### src/rtl/mano_io_ctrl_pkg.sv
// Shared definitions for the Mano terminal I/O controller: byte width,
// input/output side state codes and the pace-counter width helper.
package mano_io_ctrl_pkg;

    localparam int IOWIDTH = 8;

    typedef enum logic [0:0] {
        IST_IDLE = 1'b0,
        IST_PEND = 1'b1
    } ist_e;

    typedef enum logic [2:0] {
        OST_INIT = 3'd0,
        OST_IDLE = 3'd1,
        OST_CAPT = 3'd2,
        OST_SEND = 3'd3,
        OST_PACE = 3'd4
    } ost_e;

    // A zero pace still needs a one-bit counter.
    function automatic int pace_width(input int cycles);
        if (cycles < 1) return 1;
        return $clog2(cycles + 1);
    endfunction

endpackage

### src/rtl/mano_io_fifo.sv
// Small synchronous keyboard FIFO; occupancy counter drives full/empty,
// pointers wrap naturally because DEPTH is a power of two.
module mano_io_fifo
    import mano_io_ctrl_pkg::*;
#(
    parameter int DATA_W = IOWIDTH,
    parameter int DEPTH  = 4,
    localparam int AW    = $clog2(DEPTH),
    localparam int CW    = $clog2(DEPTH + 1)
) (
    input  logic              clk,
    input  logic              rst_n,
    input  logic              push,
    input  logic [DATA_W-1:0] din,
    input  logic              pop,
    output logic [DATA_W-1:0] head,
    output logic              full,
    output logic              empty,
    output logic [CW-1:0]     count
);

    logic [DATA_W-1:0] mem [DEPTH];
    logic [AW-1:0]     wr_ptr;
    logic [AW-1:0]     rd_ptr;
    logic              do_push;
    logic              do_pop;

    assign full    = (count == CW'(DEPTH));
    assign empty   = (count == '0);
    assign do_push = push && !full;
    assign do_pop  = pop && !empty;
    assign head    = mem[rd_ptr];

    always_ff @(posedge clk or negedge rst_n) begin
        if (!rst_n) begin
            wr_ptr <= '0;
            rd_ptr <= '0;
            count  <= '0;
        end else begin
            if (do_push) wr_ptr <= wr_ptr + AW'(1);
            if (do_pop)  rd_ptr <= rd_ptr + AW'(1);
            case ({do_push, do_pop})
                2'b10:   count <= count + CW'(1);
                2'b01:   count <= count - CW'(1);
                default: count <= count;
            endcase
        end
    end

    // Storage carries no reset; the pointers alone define what is valid.
    always_ff @(posedge clk) begin
        if (do_push) mem[wr_ptr] <= din;
    end

endmodule

### src/rtl/mano_io_ctrl.sv
// Terminal I/O controller beside the Mano datapath: keyboard FIFO feeding
// INPR/FGI, and OUTR capture feeding a paced printer handshake with FGO.
module mano_io_ctrl
    import mano_io_ctrl_pkg::*;
#(
    parameter int IOW        = IOWIDTH,
    parameter int FIFO_DEPTH = 4,
    parameter int PACE_CYC   = 16
) (
    input  logic           mclk,
    input  logic           mrst,
    input  logic [IOW-1:0] kbd_data,
    input  logic           kbd_valid,
    output logic           kbd_ready,
    output logic [IOW-1:0] inprin,
    output logic           inpr_ld,
    output logic           fgi_set,
    input  logic           inp_ack,
    input  logic [IOW-1:0] outr,
    input  logic           out_wr,
    output logic [IOW-1:0] prn_data,
    output logic           prn_valid,
    input  logic           prn_ready,
    output logic           fgo_set,
    output logic           ovf_err
);

    localparam int CW = $clog2(FIFO_DEPTH + 1);
    localparam int PW = pace_width(PACE_CYC);

    logic [IOW-1:0] fifo_head;
    logic           fifo_full;
    logic           fifo_empty;
    logic [CW-1:0]  fifo_count_unused;
    logic           pop;

    ist_e ist, ist_n;

    assign kbd_ready = !fifo_full;
    assign fgi_set   = inpr_ld;

    mano_io_fifo #(
        .DATA_W (IOW),
        .DEPTH  (FIFO_DEPTH)
    ) u_fifo (
        .clk   (mclk),
        .rst_n (mrst),
        .push  (kbd_valid),
        .din   (kbd_data),
        .pop   (pop),
        .head  (fifo_head),
        .full  (fifo_full),
        .empty (fifo_empty),
        .count (fifo_count_unused)
    );

    always_comb begin
        ist_n = ist;
        pop   = 1'b0;
        case (ist)
            IST_IDLE: begin
                if (!fifo_empty) begin
                    pop   = 1'b1;
                    ist_n = IST_PEND;
                end
            end
            IST_PEND: begin
                if (inp_ack) ist_n = IST_IDLE;
            end
            default: ist_n = IST_IDLE;
        endcase
    end

    // The popped byte and its load strobe both appear the cycle after the pop edge.
    always_ff @(posedge mclk or negedge mrst) begin
        if (!mrst) begin
            ist     <= IST_IDLE;
            inprin  <= '0;
            inpr_ld <= 1'b0;
        end else begin
            ist     <= ist_n;
            inpr_ld <= pop;
            if (pop) inprin <= fifo_head;
        end
    end

    ost_e          ost, ost_n;
    logic [PW-1:0] pace_cnt, pace_cnt_n;
    logic          capt;
    logic          fgo_n;

    assign prn_valid = (ost == OST_SEND);

    always_comb begin
        ost_n      = ost;
        pace_cnt_n = pace_cnt;
        capt       = 1'b0;
        case (ost)
            OST_INIT: ost_n = OST_IDLE;
            OST_IDLE: begin
                if (out_wr) ost_n = OST_CAPT;
            end
            OST_CAPT: begin
                capt  = 1'b1;
                ost_n = OST_SEND;
            end
            OST_SEND: begin
                if (prn_ready) begin
                    ost_n      = OST_PACE;
                    pace_cnt_n = PW'(PACE_CYC);
                end
            end
            OST_PACE: begin
                if (pace_cnt == '0) ost_n = OST_IDLE;
                else                pace_cnt_n = pace_cnt - PW'(1);
            end
            default: ost_n = OST_INIT;
        endcase
        // Registered FGO request: high in the cycle the pace counter sits at zero.
        fgo_n = (ost == OST_INIT) || ((ost_n == OST_PACE) && (pace_cnt_n == '0));
    end

    always_ff @(posedge mclk or negedge mrst) begin
        if (!mrst) begin
            ost      <= OST_INIT;
            pace_cnt <= '0;
            prn_data <= '0;
            fgo_set  <= 1'b0;
            ovf_err  <= 1'b0;
        end else begin
            ost      <= ost_n;
            pace_cnt <= pace_cnt_n;
            fgo_set  <= fgo_n;
            if (capt) prn_data <= outr;
            if (out_wr && (ost != OST_IDLE)) ovf_err <= 1'b1;
        end
    end

endmodule
### config.mk
export PLATFORM = sky130hd
export DESIGN_NAME = mano_io_ctrl
export DESIGN_NICKNAME = d
export VERILOG_FILES = /design/src/rtl/mano_io_ctrl_pkg.sv /design/src/rtl/mano_io_fifo.sv /design/src/rtl/mano_io_ctrl.sv
export SDC_FILE = /design/constraint.sdc
export NUM_CORES = 1
export LEC_CHECK = 0
export BUFFER_PORTS_ARGS = -buffer_cell sky130_fd_sc_hd__buf_4
export CAP_MARGIN = 20
export CORE_ASPECT_RATIO = 0.6
export CORE_MARGIN = 2
export CORE_UTILIZATION = 35
export DETAILED_ROUTE_END_ITERATION = 8
export HOLD_SLACK_MARGIN = 0.08
export PLACE_DENSITY = 0.6
export RECOVER_POWER = 25
export SYNTH_ARGS = -nofsm -noshare
export SYNTH_HDL_FRONTEND = slang
export SYNTH_SLANG_ARGS = --single-unit
export TNS_END_PERCENT = 20
### constraint.sdc
create_clock -name mclk -period 4.45 [get_ports mclk]
set_clock_uncertainty 0.15 [all_clocks]
set_input_delay 0.89 -clock mclk [delete_from_list [all_inputs] [get_ports mclk]]
set_output_delay 0.89 -clock mclk [all_outputs]
set_load 0.1 [all_outputs]
==> qor.yml, run 1 <==
outcome:
  status: "finished, violations left"
  failed_checks: "capacitance limit, slew limit"
critical_path:
  crit_fanout: 9
  critPathKind: "reg -> out"
  worstPathArrival_ns: 1.49
  cp-start-kind: "flop"
  crit_path_end_kind: "output pin"
  required_ns: 3.41
cells_and_area:
  fillCellCount: 720
  n_antenna_cell: 0
  drive_gt1_share_pct: 38.1
  areaGrowthSynthToFinish_pct: 22.8
  final_nets: 247
routing:
  first_pass_iters: 4
  drt-initial-drc-count: 82
  via_per_inst: 4.66
  detail_route.wl_per_cell_um: 15.2
  drt_wl_total_mm: 5.04
  num_vias: 1541
  final_antenna_net_count: 0
  drc: 0
timing:
  fmaxAchievable_mhz: 395
  layout_min_cycle_time_ns: 2.53
  drv_slew: 36
  rsz0062_at_grt: "false"
  finalSetupViolCount: 0
  hold_viol: 0
  hold_ws_ns: 0.309
  maxSlewHeadroom_pct: -31.5
  period_share_pct: 57.0
  tightest_slew_ns: 1.97
  setup_tns_ns: 0
global_route:
  antenna_found_initial: 0
  grt-ovfl-total: 0
  grt_pass1_vias: 1541
  grt_max_degree: 36
  grt_usage_pct: 13.2
  grt_pass1_wl_mm: 8.31
yosys:
  syn_inst: 171
  ys_seq_elements: 67
  synth_cell_types: 43
  synth-main-ff-cell: "dfrtp_1"
  synth-edff-count: 32
  yosysWarningCount: 0
  synthArstFlopShare_pct: 52.2
  synth_fp_nets: 200
  syn_area_sq_mm: 0.00283
  synth-seq-area-share_pct: 65.0
  syn-mean-instance-area_sq_um: 16.5
placement:
  port_buffers: 43
  gp_congestion: 0.691
  dp_hpwl_mm: 3.38
clock_network:
  clkSinkCount: 67
  ctsLongestPathBuffers: 2
  cts_tree: "done"
  clock_latency_ns: 0.33
  cts_made_buffers: 9
  holdBufCountCts: 0
  cts_resized: 0
  cts-root-buf: "clkbuf_16"
  cts_setup_buffers: 0
  htree_levels: 3
  cts.clk_slew.worst_paths_ns: 0.05
flow_run:
  maxCapViolCount: 1
floorplan:
  initial_core_util_pct: 36.0
  num_io_pins: 44
  dieArea_sq_mm: 0.00883
  row_count: 25
  die_w_um: 120
  core_area_sq_mm: 0.00785
  die_y_um: 73.6
min_path:
  worstHoldPathType: "reg -> reg"
## metal layers
layer  GRT usage [%]  part of all wire (%)  vias to the layer above
met5               0                     0                        -
met4            5.88                   1.9                        0
met3            6.52                   7.3                        9
met2            17.0                    39                       44
met1            18.5                    52                      749
li1                -                     -                      739
## layout by cell type (no fill, tap or decap), types with 2 or more instances in the layout
master,netlist,routed
mux4_2,8,8
o22ai_2,3,3
nor3_1,4,4
nor3b_4,2,2
inv_1,8,8
and3_1,4,4
edfxtp_1,32,32
nand2_1,6,6
nor2_1,2,2
and2_1,2,2
nand3_1,3,3
mux2_2,18,18
ha_1,6,6
xor2_1,3,3
clkbuf_16,0,9
xnor2_1,3,3
mux2i_1,2,2
dfrtp_1,35,35
buf_4,3,35
clkinv_2,0,3
clkbuf_1,1,12
## registers in the layout, summed over array words and instances (netlist names)
name / count
u_fifo.mem: 32
ist: 1
u_fifo.count: 3
ovf_err: 1
u_fifo.rd_ptr: 2
inprin: 8
fgo_set: 1
u_fifo.wr_ptr: 2
pace_cnt: 5
fgi_set: 1
prn_data: 8
ost: 3
## cell type report
cell class / instances / area [sq um] / area share (%)
Multi-Input combinational cell: 88 / 906 / 26.1
Timing Repair Buffer: 44 / 297 / 8.55
Inverter: 8 / 30.0 / 0.865
Sequential cell: 67 / 1840 / 52.9
Tap cell: 108 / 135 / 3.89
Clock inverter: 3 / 15.0 / 0.433
Clock buffer: 13 / 250 / 7.21
## logic make-up after synthesis
group	after synthesis	synth area share, %
DFF	67	65.0
and+or+nand+nor	34	8.37
muxes	28	14.3
buffers and inverters	16	2.92
AOI/OAI and AO/OA	13	4.21
adders and majority gates	7	3.37
xor gates and xnor gates	6	1.86
## Yosys cell counts, drive strengths merged, types with 2 or more instances
cell	n	share of area, %
edfxtp	32	34
nand3	3	0.53
inv	8	1.1
buf	7	1.7
and2	2	0.44
dfrtp	35	31
nor3b	2	1.3
o21ai	2	0.35
nand2	8	1.4
nor2	2	0.27
xor2	3	0.93
and3	4	0.89
nor3	5	1.1
ha	6	2.7
o22ai	3	1.3
xnor2	3	0.93
mux2i	2	0.71
mux4	8	6.4
mux2	18	7.2
## critical path, stage by stage (launching register included)
cell,delay (ns)
dfrtp_1,0.59
and3b_1,0.27
buf_4,0.31
## metrics by stage
step	cell area (sq um)	util [%]	setup slack (ns)	cells
3_5_place_dp	3240	41.2	1.95	315
2_1_floorplan	2830	-	1.39	171
5_1_grt	3470	44.2	1.52	331
3_3_place_gp	3240	41.2	2.00	315
6_report	3470	44.2	1.92	331
4_1_cts	3500	44.6	1.90	331
## worst paths after layout
path / startpoint / endpoint / slack, ns / depth (start not counted)
min reg2reg: ovf_err / ovf_err / 0.31 / 1
max in group asynchronous: mrst / u_fifo.wr_ptr[0] / 2.06 / 1
max: ost[0] / prn_valid / 1.92 / 2
min: ovf_err / ovf_err / 0.31 / 1
min in group asynchronous: mrst / pace_cnt[3] / 0.96 / 1
max reg2reg: u_fifo.count[0] / u_fifo.count[2] / 2.22 / 10
Power of run 1 is not shown: default switching activity piles up to over one toggle a cycle in this logic, so the estimate is an artifact.
==> run 2, diff against run 1 <==
--- a/config.mk
+++ b/config.mk
@@ -5,6 +5,7 @@
 export SDC_FILE = /design/constraint.sdc
 export NUM_CORES = 1
 export LEC_CHECK = 0
+export ABC_AREA = 1
 export BUFFER_PORTS_ARGS = -buffer_cell sky130_fd_sc_hd__buf_4
 export CAP_MARGIN = 20
 export CORE_ASPECT_RATIO = 0.6
==> constraint.sdc (replaced) <==
create_clock -name mclk -period 2.4 [get_ports mclk]
set_clock_uncertainty 0.15 [all_clocks]
set_input_delay 0.48 -clock mclk [delete_from_list [all_inputs] [get_ports mclk]]
set_output_delay 0.48 -clock mclk [all_outputs]
set_load 0.1 [all_outputs]
==> run 2 against run 1 <==
Effect of this change:
- the flow now finishes without violations
- core utilization rose by 1.7 points
- final area is 3.8% higher
- hold slack worse by 0.13 ns
- setup slack worse by 1.6 ns
- highest routed layer unchanged
==> qor.yml, run 2 <==
min_path:
  worstHoldPathType: "in -> reg"  # was reg -> reg
routing:
  drt-initial-drc-count: 138  # was 82
  detail_route.wl_per_cell_um: 12.8  # was 15.2 um
  drc: 0  # unchanged
  via_per_inst: 4.43  # was 4.66
  drt_wl_total_mm: 5.39  # was 5.04 mm
  first_pass_iters: 4  # unchanged
  final_antenna_net_count: 0  # unchanged
  num_vias: 1867  # was 1541
floorplan:
  dieArea_sq_mm: 0.00884  # was 0.00883 sq mm
  initial_core_util_pct: 36.0  # about the same
  row_count: 25  # unchanged
  core_area_sq_mm: 0.00785  # unchanged
  die_y_um: 73.6  # about the same
  num_io_pins: 44  # unchanged
  die_w_um: 120  # about the same
yosys:
  syn-mean-instance-area_sq_um: 11.1  # was 16.5 sq um
  yosysWarningCount: 0  # unchanged
  synth-main-ff-cell: "dfrtp_1"  # unchanged
  synthMuxAreaShare_pct: 3.19  # was 14.3%
  synth_commonest_cells: "nor2_1, dfrtp_1, edfxtp_1"  # was dfrtp_1, edfxtp_1, mux2_2
  ys_seq_elements: 67  # unchanged
  yosys.area_share.simple_pct: 14.7  # was 8.37%
  synth-edff-count: 32  # unchanged
  synth_cell_types: 29  # was 43
  synth-seq-area-share_pct: 65.0  # about the same
  netlist.area_leader.share_pct: 34.0  # about the same
  syn_inst: 254  # was 171
  synth_most_common_cell: "nor2_1"  # was dfrtp_1
  synthArstFlopShare_pct: 52.2  # unchanged
  synth_fp_nets: 283  # was 200
  yosys.area.top_type: "edfxtp_1"  # unchanged
  synth-compound-area-share_pct: 7.08  # was 4.21%
  synthTopCellsByArea: "edfxtp_1, dfrtp_1, nor2_1"  # was edfxtp_1, dfrtp_1, mux2_2
  synth_top_family_by_area: "simple AND/OR/NAND/NOR gates"  # was multiplexers
  syn_area_sq_mm: 0.00283  # about the same
  synth-adder-area-share_pct: 3.36  # was 3.37%
  synthXorXnorAreaFrac_pct: 1.55  # was 1.86%
outcome:
  status: "complete, no violations"  # was finished, violations left
clock_network:
  clock_latency_ns: 0.33  # about the same
  cts_made_buffers: 9  # unchanged
  htree_levels: 3  # unchanged
  cts_setup_buffers: 0  # unchanged
  cts_tree: "done"  # unchanged
  cts_resized: 0  # unchanged
  cts-root-buf: "clkbuf_16"  # unchanged
  clkSinkCount: 67  # unchanged
  ctsLongestPathBuffers: 2  # unchanged
  cts.clk_slew.worst_paths_ns: 0.06  # was 0.05 ns
timing:
  maxSlewHeadroom_pct: 40.4  # was -31.5%
  drv_slew: 0  # was 36
  tightest_slew_ns: 0.894  # was 1.97 ns
  finalSetupViolCount: 0  # unchanged
  layout_min_cycle_time_ns: 2.11
  hold_viol: 0  # unchanged
  rsz0062_at_grt: "false"  # unchanged
  setup_slack_ns: 0.287  # was 1.92 ns
  fmaxAchievable_mhz: 473
  setup_tns_ns: 0  # unchanged
  period_share_pct: 88.1
placement:
  post-place-ws_ns: 0.310  # was 1.95 ns
  dp.cells: 404  # was 315
  gp_congestion: 0.767  # was 0.691
  port_buffers: 43  # unchanged
  placed_area_sq_mm: 0.00331  # was 0.00324 sq mm
  dp_hpwl_mm: 3.65  # was 3.38 mm
cells_and_area:
  top_regs: "u_fifo.mem: 32 flops, inprin: 8 flops, prn_data: 8 flops"  # unchanged
  n_antenna_cell: 0  # unchanged
  drive_gt1_share_pct: 25.6  # was 38.1%
  areaGrowthSynthToFinish_pct: 27.4  # was 22.8%
  final_cells: 421  # was 331
  largest_reg_flops: 32  # unchanged
  final_cell_mix: "nor2_1, buf_4, dfrtp_1"  # was dfrtp_1, buf_4, edfxtp_1
  top_register: "u_fifo.mem"  # unchanged
  fin_area_sq_mm: 0.00360  # was 0.00347 sq mm
  final_nets: 337  # was 247
  fillCellCount: 751  # was 720
  final_common_cell: "nor2_1"
critical_path:
  required_ns: 2.45  # was 3.41 ns
  critPathKind: "reg -> reg"  # was reg -> out
  crit_path_end_kind: "flop"  # was output pin
  cp-start-kind: "flop"  # unchanged
  worstPathArrival_ns: 2.17  # was 1.49 ns
  crit_fanout: 3  # was 9
global_route:
  grt_pass1_wl_mm: 8.85  # was 8.31 mm
  antenna_found_initial: 0  # unchanged
  grt_pass1_vias: 1779  # was 1541
  grt-ovfl-total: 0  # unchanged
  grt_max_degree: 36  # unchanged
  grt_usage_pct: 14.0  # was 13.2%
flow_run:
  maxCapViolCount: 0  # was 1
-- run 2: cell count changes in the layout (fill, tap and decap cells not counted), moves of 4 or more --
cell      previous run  this run
a31oi_1              0         8
nor2_1               2        53
o21ai_0              1        20
mux2_2              18         8
mux4_2               8         0
and3_1               4         0
clkbuf_1            12         8
inv_1                8        22
buf_4               35        41
nand2_1              6        25
-- run 2: stage by stage --
step / util [%] / hold slack, ns
after floorplan: - / 0.0344
after global placement: 42.1 / 0.312
after detailed placement: 42.1 / 0.315
after CTS: 46.3 / 0.160
after global routing: 45.9 / 0.168
final: 45.9 / 0.174
-- run 2: cells by family (layout without fill, tap and decap cells) --
| logic type | after synthesis | after routing |
|---|---|---|
| muxes | 8 | 8 |
| and+or+nand+nor | 97 | 97 |
| buffers and inverters | 34 | 93 |
| DFF | 67 | 67 |
| AOI/OAI and AO/OA | 36 | 36 |
| adders and majority gates | 7 | 7 |
| xor gates and xnor gates | 5 | 5 |
-- run 2: metal layers --
metal	GRT usage (%)	up-vias	share of wire (%)
met3	7.30	2	6.3
li1	-	951	-
met1	17.8	868	50
met5	0	-	0
met4	6.27	0	0.28
met2	20.0	46	44
-- run 2: final timing paths --
kind	from	to	slack [ns]	cells past startpoint
max	u_fifo.count[0]	u_fifo.count[2]	0.29	9
min	inp_ack	ist	0.17	2
max reg2reg	u_fifo.count[0]	u_fifo.count[2]	0.29	9
min reg2reg	u_fifo.count[0]	u_fifo.count[0]	0.33	1
max in group asynchronous	mrst	inprin[3]	0.88	2
min in group asynchronous	mrst	pace_cnt[2]	0.66	2
-- run 2: worst max-delay path, stage by stage, from the launching register on --
cell and delay [ns]:
dfrtp_1 0.38, inv_1 0.17, nand3_4 0.10, nand2_1 0.10, ha_1 0.15, inv_1 0.07
fa_1 0.39, a21oi_1 0.18, o21ai_0 0.13, xor2_1 0.16
-- run 2: layout make-up --
cell class	instances	area, sq um	area share (%)
tap	108	135	3.75
clock buffer	9	225	6.25
inverter	26	97.6	2.71
timing repair buffer	51	353	9.80
multi-input combinational	153	863	24.0
sequential	67	1840	51.0
clock inverter	7	91.3	2.54
-- run 2: what timing repair did --
action | CTS | global route
endpoints found under the setup margin | 0 | 0
hold buffers | 1 | 0
hold endpoints to repair | 35 | 0
Power of run 2 is left out for the same reason.
==> run 3, diff against run 2 <==
--- a/config.mk
+++ b/config.mk
@@ -6,7 +6,7 @@
 export NUM_CORES = 1
 export LEC_CHECK = 0
 export ABC_AREA = 1
-export BUFFER_PORTS_ARGS = -buffer_cell sky130_fd_sc_hd__buf_4
+export BUFFER_PORTS_ARGS = -buffer_cell sky130_fd_sc_hd__buf_2
 export CAP_MARGIN = 20
 export CORE_ASPECT_RATIO = 0.6
 export CORE_MARGIN = 2
==> run 3 against run 2 <==
Effect of this change:
- hold slack worse by 0.0062 ns
- register-to-register slack about the same
- final area decreased by 2.6%
- die area unchanged
- fmax barely moved
- clock-buffer cell count did not move
- non-clock buffer count grew 2
- routed wire length rose by 1.7%
- setup slack better by 0.0016 ns
==> qor.yml, run 3 (synthesis gave the netlist of run 2 again) <==
critical_path:
  critPathKind: "reg -> reg"  # unchanged
  critPathCapture: "u_fifo.count[2]"  # unchanged
  required_ns: 2.45  # about the same
  cp-start-kind: "flop"  # unchanged
  startpoint: "u_fifo.count[0]"  # unchanged
  regToRegSetupSlack_ns: 0.29  # about the same
  r2r_cells: 9  # unchanged
  crit_fanout: 3  # unchanged
  timing.rr.start: "u_fifo.count[0]"  # unchanged
  r2r-end: "u_fifo.count[2]"  # unchanged
  worstPathArrival_ns: 2.16  # was 2.17 ns
  crit_path_end_kind: "flop"  # unchanged
floorplan:
  die_w_um: 120  # unchanged
  initial_core_util_pct: 36.0  # unchanged
  die_y_um: 73.6  # unchanged
  row_count: 25  # unchanged
  dieArea_sq_mm: 0.00884  # unchanged
  num_io_pins: 44  # unchanged
  core_area_sq_mm: 0.00785  # unchanged
routing:
  drt-initial-drc-count: 215  # was 138
  drc: 0  # unchanged
  detail_route.wl_per_cell_um: 13.0  # was 12.8 um
  final_antenna_net_count: 0  # unchanged
  via_per_inst: 4.54  # was 4.43
  first_pass_iters: 4  # unchanged
  num_vias: 1919  # was 1867
  drt_wl_total_mm: 5.48  # was 5.39 mm
timing:
  hold_viol: 0  # unchanged
  setup_tns_ns: 0  # unchanged
  finalSetupViolCount: 0  # unchanged
  drv_slew: 0  # unchanged
  layout_min_cycle_time_ns: 2.11  # about the same
  maxSlewHeadroom_pct: 40.7  # was 40.4%
  setup_slack_ns: 0.288  # was 0.287 ns
  rsz0062_at_grt: "false"  # unchanged
  tightest_slew_ns: 0.890  # was 0.894 ns
  period_share_pct: 88.0  # was 88.1%
  fmaxAchievable_mhz: 474  # was 473 MHz
clock_network:
  cts_tree: "done"  # unchanged
  cts_setup_buffers: 0  # unchanged
  ctsLongestPathBuffers: 2  # unchanged
  clkSinkCount: 67  # unchanged
  cts_made_buffers: 9  # unchanged
  cts.clk_slew.worst_paths_ns: 0.05  # was 0.06 ns
  clock_latency_ns: 0.33  # about the same
  htree_levels: 3  # unchanged
  holdBufCountCts: 1  # unchanged
  cts-root-buf: "clkbuf_16"  # unchanged
  cts_resized: 0  # unchanged
placement:
  gp_congestion: 0.794  # was 0.767
  port_buffers: 43  # unchanged
  placed_area_sq_mm: 0.00322  # was 0.00331 sq mm
  post-place-ws_ns: 0.284  # was 0.310 ns
  dp_hpwl_mm: 3.87  # was 3.65 mm
global_route:
  grt_usage_pct: 14.3  # was 14.0%
  grt_pass1_vias: 1935  # was 1779
  antenna_found_initial: 0  # unchanged
  grt-ovfl-total: 0  # unchanged
  grt_max_degree: 21  # was 36
  grt_pass1_wl_mm: 9.29  # was 8.85 mm
cells_and_area:
  drive_gt1_share_pct: 26.0  # was 25.6%
  final_cell_mix: "nor2_1, dfrtp_1, buf_2"  # was nor2_1, buf_4, dfrtp_1
  top_regs: "u_fifo.mem: 32 flops, inprin: 8 flops, prn_data: 8 flops"  # unchanged
  n_antenna_cell: 0  # unchanged
  top_register: "u_fifo.mem"  # unchanged
  fin_area_sq_mm: 0.00351  # was 0.00360 sq mm
  largest_reg_flops: 32  # unchanged
  areaGrowthSynthToFinish_pct: 24.0  # was 27.4%
  final_nets: 339  # was 337
  final_common_cell: "nor2_1"  # unchanged
min_path:
  worstHoldPathType: "in -> reg"  # unchanged
flow_run:
  maxCapViolCount: 0  # unchanged
outcome:
  status: "complete, no violations"  # unchanged
## run 3: critical path: stages (launching register included)
cell,delay [ns]
dfrtp_1,0.38
inv_1,0.17
nand3_4,0.09
nand2_1,0.10
ha_1,0.15
inv_1,0.07
fa_1,0.39
a21oi_1,0.17
o21ai_0,0.14
xor2_1,0.16
## run 3: worst min path at each step
stage,start,end,cells after the start
finish,inp_ack,ist,2
global route,inp_ack,ist,2
CTS,inp_ack,ist,2
detailed placement,mrst,fgo_set,1
global placement,mrst,fgo_set,1
floorplan,mrst,fgi_set,0
## run 3: layout make-up
| type | instances | area [sq um] |
|---|---|---|
| Clock buffer | 9 | 225 |
| Timing Repair Buffer | 53 | 282 |
| Inverter | 26 | 97.6 |
| Fill cell | 757 | 4340 |
| Multi-Input combinational cell | 153 | 863 |
| Sequential cell | 67 | 1840 |
| Tap cell | 108 | 135 |
| Clock inverter | 7 | 67.6 |
## run 3: layer usage
layer	up-vias	global-route usage [%]	share of wire (%)
li1	952	-	-
met1	913	18.2	51
met2	43	21.0	42
met3	11	5.43	4.7
met4	0	7.97	2.1
met5	-	0	0
## run 3: metrics by stage
stage	hold WS, ns	utilization (%)	instances
2_1_floorplan	0.0344	-	254
3_3_place_gp	0.272	41.0	406
3_5_place_dp	0.272	41.0	406
4_1_cts	0.158	44.8	423
5_1_grt	0.170	44.7	423
6_report	0.168	44.7	423
Power of run 3 is left out for the same reason.
